$ cat src/rtl/codec_cfg_pkg.sv
// codec_cfg_pkg
// Shared definitions for the codec configuration sequencer: field widths of
// one table entry and of the I2C word, the sequencer state encoding, the
// default codec init table and a saturating counter helper.
package codec_cfg_pkg;

    localparam int REG_ADDR_W = 7;
    localparam int REG_DATA_W = 9;
    localparam int DEV_ADDR_W = 8;
    localparam int ENTRY_W    = REG_ADDR_W + REG_DATA_W;
    localparam int TX_W       = DEV_ADDR_W + ENTRY_W;

    localparam int DEFAULT_NUM_REGS = 6;

    // Entry i sits in bits [16i+15:16i] as {reg_addr[6:0], reg_data[8:0]}.
    // Entry 0 is the right-most word.
    localparam logic [DEFAULT_NUM_REGS*ENTRY_W-1:0] DEFAULT_TABLE = {
        16'h0217,   // 5: reg 1, data 0x017
        16'h0017,   // 4: reg 0, data 0x017
        16'h0C39,   // 3: reg 6, data 0x039
        16'h1201,   // 2: reg 9, data 0x001
        16'h0E42,   // 1: reg 7, data 0x042
        16'h0804    // 0: reg 4, data 0x004
    };

    typedef enum logic [2:0] {
        IDLE  = 3'd0,
        LOAD  = 3'd1,
        START = 3'd2,
        WAIT  = 3'd3,
        CHECK = 3'd4,
        DONE  = 3'd5,
        FAIL  = 3'd6
    } state_t;

    // Increment that sticks at the all-ones value instead of wrapping.
    function automatic logic [6:0] sat_inc7(input logic [6:0] v);
        return (v == 7'h7F) ? v : v + 7'd1;
    endfunction

endpackage

$ cat src/rtl/codec_config_seq_if.sv
// codec_config_seq_if
// Transfer handshake between the configuration sequencer and the I2C master.
//   tx_data  : {DEV_ADDR, reg_addr, reg_data}, stable for the whole transfer
//   tx_start : one-cycle transfer request
//   tx_done  : one-cycle pulse from the I2C master at transfer end
//   tx_ack   : valid with tx_done, 1 = all three bytes ACKed
// Modport master is the requesting side (the sequencer); modport slave is the
// I2C engine that executes the transfer.
interface codec_config_seq_if;
    import codec_cfg_pkg::*;

    logic [TX_W-1:0] tx_data;
    logic            tx_start;
    logic            tx_done;
    logic            tx_ack;

    modport master (output tx_data, output tx_start, input tx_done, input tx_ack);
    modport slave  (input tx_data, input tx_start, output tx_done, output tx_ack);

endinterface

$ cat src/rtl/codec_cfg_rom.sv
// codec_cfg_rom
// Combinational lookup of one 16-bit {reg_addr, reg_data} entry from the
// packed TABLE parameter.
//   idx   : entry index; indices at or beyond NUM_REGS read as zero
//   entry : selected table word
module codec_cfg_rom
    import codec_cfg_pkg::*;
#(
    parameter int                          NUM_REGS = DEFAULT_NUM_REGS,
    parameter logic [NUM_REGS*ENTRY_W-1:0] TABLE    = DEFAULT_TABLE
) (
    input  logic [5:0]         idx,
    output logic [ENTRY_W-1:0] entry
);

    // Table word select, guarded so an out-of-range index never reads past the table.
    always_comb begin
        entry = {ENTRY_W{1'b0}};
        if (int'(idx) < NUM_REGS) begin
            entry = TABLE[int'(idx)*ENTRY_W +: ENTRY_W];
        end else begin
            entry = {ENTRY_W{1'b0}};
        end
    end

endmodule

$ cat src/rtl/codec_config_seq.sv
// codec_config_seq
// Walks a table of codec register writes and hands each one to an I2C master,
// resending an entry up to MAX_RETRY times after a NACK.
//   inclk   : system clock
//   rst     : asynchronous active-low reset
//   go      : single-cycle request to (re)run the table, honoured only in IDLE
//   bus     : transfer handshake to the I2C master (master modport)
//   busy    : sequence in progress (LOAD/START/WAIT/CHECK)
//   rdy     : last run finished with every entry ACKed
//   err     : last run aborted on an entry that exhausted its retries
//   err_idx : index of the failing entry
//   ack_cnt : entries ACKed in the current or last run, saturating at 127
module codec_config_seq
    import codec_cfg_pkg::*;
#(
    parameter logic [7:0]                  DEV_ADDR   = 8'h34,
    parameter int                          NUM_REGS   = DEFAULT_NUM_REGS,
    parameter int                          MAX_RETRY  = 2,
    parameter logic [NUM_REGS*ENTRY_W-1:0] TABLE      = DEFAULT_TABLE,
    parameter bit                          AUTO_START = 1'b1
) (
    input  logic                inclk,
    input  logic                rst,
    input  logic                go,
    codec_config_seq_if.master  bus,
    output logic                busy,
    output logic                rdy,
    output logic                err,
    output logic [5:0]          err_idx,
    output logic [6:0]          ack_cnt
);

    localparam logic [5:0] LAST_IDX    = 6'(NUM_REGS - 1);
    localparam logic [2:0] MAX_RETRY_W = 3'(MAX_RETRY);

    state_t             state_r;
    logic [5:0]         idx_r;
    logic [2:0]         retry_r;
    logic               ack_smp_r;
    logic               auto_pend_r;
    logic [TX_W-1:0]    tx_data_r;
    logic               tx_start_r;
    logic               busy_r;
    logic               rdy_r;
    logic               err_r;
    logic [5:0]         err_idx_r;
    logic [6:0]         ack_cnt_r;
    logic [ENTRY_W-1:0] rom_entry_s;

    codec_cfg_rom #(
        .NUM_REGS (NUM_REGS),
        .TABLE    (TABLE)
    ) u_rom (
        .idx   (idx_r),
        .entry (rom_entry_s)
    );

    // Sequencer FSM; every output is a register updated on the transition
    // into the state where it must be visible.
    always_ff @(posedge inclk or negedge rst) begin
        if (!rst) begin
            state_r     <= IDLE;
            idx_r       <= 6'd0;
            retry_r     <= 3'd0;
            ack_smp_r   <= 1'b0;
            auto_pend_r <= AUTO_START;
            tx_data_r   <= {TX_W{1'b0}};
            tx_start_r  <= 1'b0;
            busy_r      <= 1'b0;
            rdy_r       <= 1'b0;
            err_r       <= 1'b0;
            err_idx_r   <= 6'd0;
            ack_cnt_r   <= 7'd0;
        end else begin
            tx_start_r <= 1'b0;
            case (state_r)
                IDLE: begin
                    // auto_pend_r covers the single self-start after reset
                    if (go || auto_pend_r) begin
                        auto_pend_r <= 1'b0;
                        idx_r       <= 6'd0;
                        retry_r     <= 3'd0;
                        ack_cnt_r   <= 7'd0;
                        rdy_r       <= 1'b0;
                        err_r       <= 1'b0;
                        err_idx_r   <= 6'd0;
                        busy_r      <= 1'b1;
                        state_r     <= LOAD;
                    end
                end
                LOAD: begin
                    // tx_data is written only here, so it holds through retries
                    tx_data_r  <= {DEV_ADDR, rom_entry_s};
                    tx_start_r <= 1'b1;
                    state_r    <= START;
                end
                START: begin
                    state_r <= WAIT;
                end
                WAIT: begin
                    if (bus.tx_done) begin
                        ack_smp_r <= bus.tx_ack;
                        state_r   <= CHECK;
                    end
                end
                CHECK: begin
                    if (ack_smp_r) begin
                        ack_cnt_r <= sat_inc7(ack_cnt_r);
                        retry_r   <= 3'd0;
                        if (idx_r == LAST_IDX) begin
                            rdy_r   <= 1'b1;
                            busy_r  <= 1'b0;
                            state_r <= DONE;
                        end else begin
                            idx_r   <= idx_r + 6'd1;
                            state_r <= LOAD;
                        end
                    end else if (retry_r < MAX_RETRY_W) begin
                        // resend the word already held in tx_data_r
                        retry_r    <= retry_r + 3'd1;
                        tx_start_r <= 1'b1;
                        state_r    <= START;
                    end else begin
                        err_r     <= 1'b1;
                        err_idx_r <= idx_r;
                        busy_r    <= 1'b0;
                        state_r   <= FAIL;
                    end
                end
                DONE, FAIL: begin
                    state_r <= IDLE;
                end
                default: begin
                    busy_r  <= 1'b0;
                    state_r <= IDLE;
                end
            endcase
        end
    end

    assign bus.tx_data  = tx_data_r;
    assign bus.tx_start = tx_start_r;
    assign busy         = busy_r;
    assign rdy          = rdy_r;
    assign err          = err_r;
    assign err_idx      = err_idx_r;
    assign ack_cnt      = ack_cnt_r;

endmodule

$ cat src/flat_wrapper.sv
// flat-port wrapper written by rule: the top's interface ports become plain ports
module codec_config_seq_flat import codec_cfg_pkg::*;
#(
    parameter logic [7:0]                  DEV_ADDR   = 8'h34,
    parameter int                          NUM_REGS   = DEFAULT_NUM_REGS,
    parameter int                          MAX_RETRY  = 2,
    parameter logic [NUM_REGS*ENTRY_W-1:0] TABLE      = DEFAULT_TABLE,
    parameter bit                          AUTO_START = 1'b1
)
  (inclk, rst, go, busy, rdy, err, err_idx, ack_cnt, bus_tx_data, bus_tx_start, bus_tx_done, bus_tx_ack);
  codec_config_seq_if bus_i ();
  input  logic inclk;
  input  logic rst;
  input  logic go;
  output logic busy;
  output logic rdy;
  output logic err;
  output logic [5:0] err_idx;
  output logic [6:0] ack_cnt;
  output wire logic [$bits(bus_i.tx_data)-1:0] bus_tx_data;
  output wire logic [$bits(bus_i.tx_start)-1:0] bus_tx_start;
  input wire logic [$bits(bus_i.tx_done)-1:0] bus_tx_done;
  input wire logic [$bits(bus_i.tx_ack)-1:0] bus_tx_ack;
  assign bus_tx_data = bus_i.tx_data;
  assign bus_tx_start = bus_i.tx_start;
  assign bus_i.tx_done = bus_tx_done;
  assign bus_i.tx_ack = bus_tx_ack;
  codec_config_seq #(.DEV_ADDR(DEV_ADDR), .NUM_REGS(NUM_REGS), .MAX_RETRY(MAX_RETRY), .TABLE(TABLE), .AUTO_START(AUTO_START)) u_core (.inclk(inclk), .rst(rst), .go(go), .bus(bus_i), .busy(busy), .rdy(rdy), .err(err), .err_idx(err_idx), .ack_cnt(ack_cnt));
endmodule
$ cat config.mk
export PLATFORM = sky130hd
export DESIGN_NAME = codec_config_seq_flat
export DESIGN_NICKNAME = d
export VERILOG_FILES = /design/src/rtl/codec_cfg_pkg.sv /design/src/rtl/codec_config_seq_if.sv /design/src/rtl/codec_cfg_rom.sv /design/src/rtl/codec_config_seq.sv /design/src/flat_wrapper.sv
export SDC_FILE = /design/constraint.sdc
export NUM_CORES = 1
export LEC_CHECK = 0
export BUFFER_PORTS_ARGS = -buffer_cell sky130_fd_sc_hd__buf_2
export CAP_MARGIN = 5
export CORE_MARGIN = 2
export CORE_UTILIZATION = 45
export CTS_CLUSTER_DIAMETER = 120
export CTS_CLUSTER_SIZE = 8
export DETAILED_ROUTE_END_ITERATION = 10
export PLACE_DENSITY = 0.68
export SLEW_MARGIN = 30
export SYNTH_ARGS = -nofsm -noshare
export SYNTH_HDL_FRONTEND = slang
export SYNTH_SLANG_ARGS = --single-unit
$ cat constraint.sdc
create_clock -name inclk -period 3 [get_ports inclk]
set_input_delay 0.6 -clock inclk [delete_from_list [all_inputs] [get_ports inclk]]
set_output_delay 0.6 -clock inclk [all_outputs]
set_load 0.1 [all_outputs]
Word level (Yosys, flattened, before mapping)
Cells that the tools add are included.
Operators by class
  $add $sub $neg: 3
  multipliers: 0
  div/mod/pow operators: 0
  $lt $le $gt $ge: 2
  equal/unequal tests: 19
  shift-type cells: 1
  muxes and demuxes: 37
  bitwise logic cells: 1
  reduce and logical (&&, ||, !) cells: 13
Operators by type and width (count)
  $shiftx 96x11->16 const A: 1
  $mux 6: 5
  $mux 3: 8
  $pmux 6 s2: 2
  $mux 7: 3
  $reduce_and 4->1: 5
  $mux 16: 1
  $pmux 3 s5: 1
  $pmux 7 s2: 1
  $mux 1: 11
  $ne 2x2->1 const B: 5
  $eq 3x3->1 const B: 3
  $add 7x1->7 const B: 1
  $eq 7x7->1 const B: 1
  $add 6x1->6 const B: 1
  $eq 3x2->1 const B: 2
  $eq 6x3->1 const B: 1
  $lt 6x3->1 const B: 1
  $ne 2x1->1 const B: 3
  $pmux 1 s2: 3
  $pmux 3 s2: 1
  $reduce_and 2->1: 3
  $reduce_or 5->1: 1
  $add 3x1->3 const B: 1
  11 further kinds: 11
Storage, ports and cells
  register bits after elaboration: 48
  latch bits: 0
  RAM bits: 0
  bits in read-only memories: 0
  output and inout bits: 41
  logic and storage cells: 88
  memories kept: 0

Depth between registers and ports, before layout
  word-level depth: 4
  gate-level depth with buffers: 7
  gate-level depth less buffers: 6

Hierarchy
A second synthesis with hierarchy kept.
Unflattened totals
  cells, all modules: 234
  area total of the unflattened synthesis: 2457.4 um^2
Modules (own cells, without submodules)
  codec_config_seq: instances 1, cells an instance 205, area an instance 2265.9 um^2
  codec_cfg_rom: instances 1, cells an instance 29, area an instance 191.4 um^2

Worst setup path before layout
Ideal clock, no wire load.
  kind: flip-flop to flip-flop
  from: register u_core.ack_cnt_r[0], in the netlist u_core.ack_cnt[0]
  to: register u_core.ack_cnt_r[4], in the netlist u_core.ack_cnt[4]
  library setup time: 69 ps
  data arrival time: 1989 ps
  slack: 942 ps
  cell stages (with the launch flop): 6
  buffers on the path: 0
  period minus slack after synthesis: 2058 ps
  path through: dfrtp_1 -> ha_1 -> nand3_1 -> o21ai_2 -> and2_1 -> a22o_1
On the way
  longest elaborated chain between the ends: 4
RTL lines
  from (decl): line codec_config_seq.sv:47  | logic [6:0] ack_cnt_r;
  from (signal assigned): line codec_config_seq.sv:108  | ack_cnt_r <= sat_inc7(ack_cnt_r);
  $add 7x1->7: line codec_cfg_pkg.sv:38  | return (v == 7'h7F) ? v : v + 7'd1;
  $mux 7: line codec_cfg_pkg.sv:38
  $mux 7: line codec_config_seq.sv:107  | if (ack_smp_r) begin
  $pmux 7 s2: line codec_config_seq.sv:76  | case (state_r)
Parallel ways exist; a longest one is shown, timed or not. The select of a mux whose other input is x is not followed.
A chain may end at the register's enable or synchronous reset.

Final worst setup path
  from: register u_core.idx_r[1]
  to: register u_core.busy_r, in the netlist u_core.busy
On the way
  longest elaborated chain between the ends: 3
RTL lines
  from (decl): line codec_config_seq.sv:37  | logic [5:0] idx_r;
  from (signal assigned): line codec_config_seq.sv:115  | idx_r <= idx_r + 6'd1;
  $eq 6x3->1: line codec_config_seq.sv:110  | if (idx_r == LAST_IDX) begin
  $ne 3x3->1 (no line)
  $reduce_and 4->1 (no line)
  to (signal assigned): line codec_config_seq.sv:112  | busy_r <= 1'b0;
  to (signal assigned): line codec_config_seq.sv:126  | busy_r <= 1'b0;
  to (signal assigned): line codec_config_seq.sv:134  | busy_r <= 1'b0;
  to (decl): line codec_config_seq.sv:43  | logic busy_r;
Every way passes these cells.

==> impl_results.html <==
<table>
<tr><th>Metric</th><th>Value</th></tr>
<tr><th colspan="2">Critical path</th></tr>
<tr><td>Startpoint types</td><td>flop</td></tr>
<tr><td>End of the worst register-to-register path</td><td>u_core.busy</td></tr>
<tr><td>Required arrival time at the worst endpoint</td><td>3.20 ns</td></tr>
<tr><td>Data arrival, critical path</td><td>between 2 and 2.5 ns</td></tr>
<tr><td>R2R Setup Slk</td><td>between 1 and 1.5 ns</td></tr>
<tr><td>Depth of the worst register-to-register path</td><td>6</td></tr>
<tr><td>Source of the worst register-to-register timing path</td><td>u_core.idx_r[1]</td></tr>
<tr><td>Startpoint-to-endpoint class of the critical path</td><td>reg2reg</td></tr>
<tr><td>Kind of end point of the critical path</td><td>flop</td></tr>
<tr><td>Critical Path Fanout Max</td><td>15</td></tr>
<tr><th colspan="2">Floorplan</th></tr>
<tr><td>Floorplan die height</td><td>slightly above 70 um</td></tr>
<tr><td>Core Region</td><td>between 4000 and 5000 um^2</td></tr>
<tr><td>Floorplan die area</td><td>roughly 5200 um^2</td></tr>
<tr><td>I/O pin count</td><td>46</td></tr>
<tr><td>Initial Utilization</td><td>0.473</td></tr>
<tr><td>Horizontal extent of the die</td><td>around 72 um</td></tr>
<tr><td>Row cnt</td><td>24</td></tr>
<tr><th colspan="2">Power</th></tr>
<tr><td>Maximum resistive drop on vdd</td><td>roughly 0.73 mV</td></tr>
<tr><td>Static leakage power</td><td>about 0.0012 uW</td></tr>
<tr><td>Reported net switching power</td><td>between 1000 and 1500 uW</td></tr>
<tr><td>Total power divided by cell area</td><td>1040 nW/um^2</td></tr>
<tr><td>Portion of total power attributed to combinational logic</td><td>0.438</td></tr>
<tr><td>Proportion of power drawn by the clock network</td><td>0.224</td></tr>
<tr><td>Power share of the sequential group</td><td>0.338</td></tr>
<tr><td>P_int</td><td>about 1300 uW</td></tr>
<tr><td>Switching share of power</td><td>0.479</td></tr>
<tr><th colspan="2">Place</th></tr>
<tr><td>Number of port buffers</td><td>35</td></tr>
<tr><td>Placed wire-length estimate</td><td>2780 um</td></tr>
<tr><td>Cell area reported after detailed placement</td><td>between 2000 and 2500 um^2</td></tr>
<tr><td>RD Place Congestion</td><td>0.833</td></tr>
<tr><td>DP Cell Count</td><td>between 200 and 300</td></tr>
<tr><th colspan="2">Outcome</th></tr>
<tr><td>Status</td><td>finished, final reports clean</td></tr>
<tr><th colspan="2">Cells and area</th></tr>
<tr><td>Core Util, Final</td><td>0.535</td></tr>
<tr><td>Area of all sequential standard cells</td><td>1050 um^2</td></tr>
<tr><td>Share of cells above drive strength 1</td><td>0.300</td></tr>
<tr><td>Final nets</td><td>228</td></tr>
<tr><td>Antenna diodes</td><td>0</td></tr>
<tr><td>Footprint of the multi-input gates</td><td>887 um^2</td></tr>
<tr><td>Final design area excluding fillers</td><td>around 2300 um^2</td></tr>
<tr><td>FILL cells</td><td>390</td></tr>
<tr><td>Final Instance Count excl. Fillers</td><td>roughly 270</td></tr>
<tr><td>Relative area change from synthesis to final layout</td><td>13.1%</td></tr>
<tr><th colspan="2">Global routing</th></tr>
<tr><td>Total Routing Usage GR</td><td>0.168</td></tr>
<tr><td>Global-route wire length before repair</td><td>6640 um</td></tr>
<tr><td>Number of antenna violations at the first check in global routing</td><td>0</td></tr>
<tr><td>Total global routing overflow</td><td>0</td></tr>
<tr><td>Largest net degree at the start of global routing</td><td>between 40 and 50</td></tr>
<tr><td>Number of global-route vias before repair</td><td>1348</td></tr>
<tr><th colspan="2">CTS</th></tr>
<tr><td>Clock transition at the register clock pins on the worst setup and hold paths after CTS</td><td>about 0.08 ns</td></tr>
<tr><td>Number of gates resized after CTS</td><td>0</td></tr>
<tr><td>Number of sinks driven by the clock tree</td><td>42</td></tr>
<tr><td>Total clock buffers created by CTS</td><td>5</td></tr>
<tr><td>Buffer levels on the longest clock path</td><td>2</td></tr>
<tr><td>Depth of the CTS H-tree</td><td>2</td></tr>
<tr><td>Clock tree root buffer cell</td><td>sky130_fd_sc_hd__clkbuf_8</td></tr>
<tr><td>Clock tree from TritonCTS</td><td>built</td></tr>
<tr><td># Post-CTS Setup Buffers</td><td>0</td></tr>
<tr><td>Hold buffers post-CTS</td><td>0</td></tr>
<tr><td>Clock insertion delay at the later pin of the skew report</td><td>0.30 ns</td></tr>
<tr><th colspan="2">Routing</th></tr>
<tr><td>Initial drt markers</td><td>83</td></tr>
<tr><td>Pre-antenna DRT Iters</td><td>4</td></tr>
<tr><td>DRC</td><td>0</td></tr>
<tr><td>Number of antenna-violating nets in the routed design</td><td>0</td></tr>
<tr><td>Via count</td><td>1447</td></tr>
<tr><td>Vias per cell</td><td>~5.3</td></tr>
<tr><td>WL final</td><td>slightly below 4000 um</td></tr>
<tr><td>Mean routed wirelength per cell</td><td>between 10 and 15 um</td></tr>
<tr><th colspan="2">Logic synthesis</th></tr>
<tr><td>Cell area after synthesis</td><td>around 2100 um^2</td></tr>
<tr><td>Top cells by area, synth</td><td>sky130_fd_sc_hd__dfrtp_1, sky130_fd_sc_hd__buf_4, sky130_fd_sc_hd__o31ai_1</td></tr>
<tr><td>Cell count after synthesis</td><td>approximately 190</td></tr>
<tr><td>Sequential-to-total area share from yosys stat</td><td>0.507</td></tr>
<tr><td>Leading cell types by count after synthesis</td><td>sky130_fd_sc_hd__dfrtp_1, sky130_fd_sc_hd__buf_4, sky130_fd_sc_hd__nand2_1</td></tr>
<tr><td>Share of Yosys cell area claimed by the top area cell type</td><td>0.495</td></tr>
<tr><td>Count of yosys warnings during synthesis</td><td>0</td></tr>
<tr><td>Number of storage elements in the synthesis netlist</td><td>42</td></tr>
<tr><td>Average cell area after synthesis</td><td>11.0 um^2</td></tr>
<tr><td>Asr flop ratio synth</td><td>1.00</td></tr>
<tr><td>Cell type with the highest aggregate area in the netlist</td><td>sky130_fd_sc_hd__dfrtp_1</td></tr>
<tr><td>Number of enable flip-flop cells after synthesis</td><td>0</td></tr>
<tr><td>Number of different library cells in the post-synthesis netlist</td><td>49</td></tr>
<tr><td>Dominant cell by count in the synthesized netlist</td><td>sky130_fd_sc_hd__dfrtp_1</td></tr>
<tr><td>Ys flop type</td><td>sky130_fd_sc_hd__dfrtp_1</td></tr>
<tr><th colspan="2">Min path</th></tr>
<tr><td>Type of the tightest min-delay check</td><td>in2async</td></tr>
<tr><th colspan="2">STA</th></tr>
<tr><td>Total count of hold-check failures in the final report</td><td>0</td></tr>
<tr><td>Clock tree skew after final layout</td><td>0.00806 ns</td></tr>
<tr><td>Number of pins exceeding their max-slew limit in the final report</td><td>0</td></tr>
<tr><td>Fmax</td><td>between 500 and 600 MHz</td></tr>
<tr><td>Final-report setup violation count</td><td>0</td></tr>
<tr><td>Final worst-path cycle share</td><td>0.623</td></tr>
<tr><td>Worst hold margin</td><td>roughly 0.28 ns</td></tr>
<tr><td>RSZ-0062 raised after global routing</td><td>no</td></tr>
<tr><td>Worst slew margin relative to its limit</td><td>0.596</td></tr>
<tr><td>Pin slew with the least headroom to its limit</td><td>around 0.60 ns</td></tr>
<tr><td>Min cycle time layout</td><td>roughly 1.9 ns</td></tr>
<tr><td>Final total negative setup slack</td><td>0 ns</td></tr>
<tr><th colspan="2">Flow run</th></tr>
<tr><td>Number of maximum-capacitance violations</td><td>0</td></tr>
</table>
-- worst max-delay path, stage by stage (launching register included) --
cell and delay (ns):
sky130_fd_sc_hd__dfrtp_1 0.55, sky130_fd_sc_hd__inv_1 0.11, sky130_fd_sc_hd__ha_1 0.18, sky130_fd_sc_hd__nand2_1 0.07, sky130_fd_sc_hd__o41ai_2 0.49, sky130_fd_sc_hd__nand4_1 0.16
sky130_fd_sc_hd__a21o_1 0.20
-- layer usage --
layer / vias up / GRT usage / routed length [um]
li1: 719 / - / -
met1: 691 / 0.246 / 1880
met2: 31 / 0.237 / 1750
met3: 6 / 0.0431 / 160
met4: 0 / 0.0692 / 68
met5: - / 0 / 0
-- area by class of cell --
class | instances | share of cell area
Clock inverter | 2 | 0.0256
Timing Repair Buffer | 35 | 0.0757
Tap cell | 52 | 0.0277
Inverter | 6 | 0.00959
Multi-Input combinational cell | 129 | 0.378
Clock buffer | 6 | 0.0352
Sequential cell | 42 | 0.448
-- metrics by stage --
step | total power [uW] | worst slack (ns)
after floorplan | 1780 | 0.942
after global placement | 1900 | 1.20
after detailed placement | 1920 | 1.12
after CTS | 2470 | 1.13
after global routing | 2580 | 0.955
final | 2450 | 1.13
-- cell families after synthesis --
logic type,Yosys count,synth area share
xor gates and xnor gates,6,0.0253
muxes,2,0.0103
DFF,42,0.507
and+or+nand+nor,62,0.179
buffers and inverters,26,0.0814
other,1,0.00181
AOI/OAI and AO/OA,45,0.171
adders and majority gates,4,0.0241
-- power by group through the flow --
stage	sequential [uW]	clock, uW	combinational (uW)
4_1_cts	830	562	1080
3_5_place_dp	840	0	1080
5_1_grt	856	581	1140
2_1_floorplan	1280	0	499
6_report	829	548	1070
3_3_place_gp	836	0	1070
-- registers in the layout (all words and copies together), names as in the netlist --
register / flops
u_core.ack_cnt: 7
u_core.ack_smp_r: 1
u_core.auto_pend_r: 1
u_core.bus.tx_data: 11
u_core.bus.tx_start: 1
u_core.busy: 1
u_core.err: 1
u_core.err_idx: 6
u_core.idx_r: 6
u_core.rdy: 1
u_core.retry_r: 3
u_core.state_r: 3
-- worst max-delay path by stage --
stage                              endpoint              start  cells past startpoint  slack [ns]
after CTS                       u_core.busy    u_core.idx_r[1]                      6        1.13
after detailed placement        u_core.busy    u_core.idx_r[1]                      6        1.12
final                           u_core.busy    u_core.idx_r[1]                      6        1.13
after global routing            u_core.busy    u_core.idx_r[1]                      6        0.95
after floorplan           u_core.ack_cnt[4]  u_core.ack_cnt[0]                      5        0.94
after global placement          u_core.busy    u_core.idx_r[1]                      6        1.20
-- cell usage in the layout (no fill, tap or decap), drive strengths merged, types with 2 or more instances in the layout --
master / n
a21o: 6
a21oi: 2
a22o: 8
a32o: 4
and4: 4
buf: 35
bufinv: 2
clkbuf: 6
conb: 10
dfrtp: 41
ha: 4
inv: 6
nand2: 13
nand2b: 3
nand3: 10
nand4: 3
nor2: 13
nor2b: 2
nor3: 3
o21ai: 11
o31ai: 7
or2: 3
xnor2: 3
xor2: 3
Power figures use the tool's default switching activity.
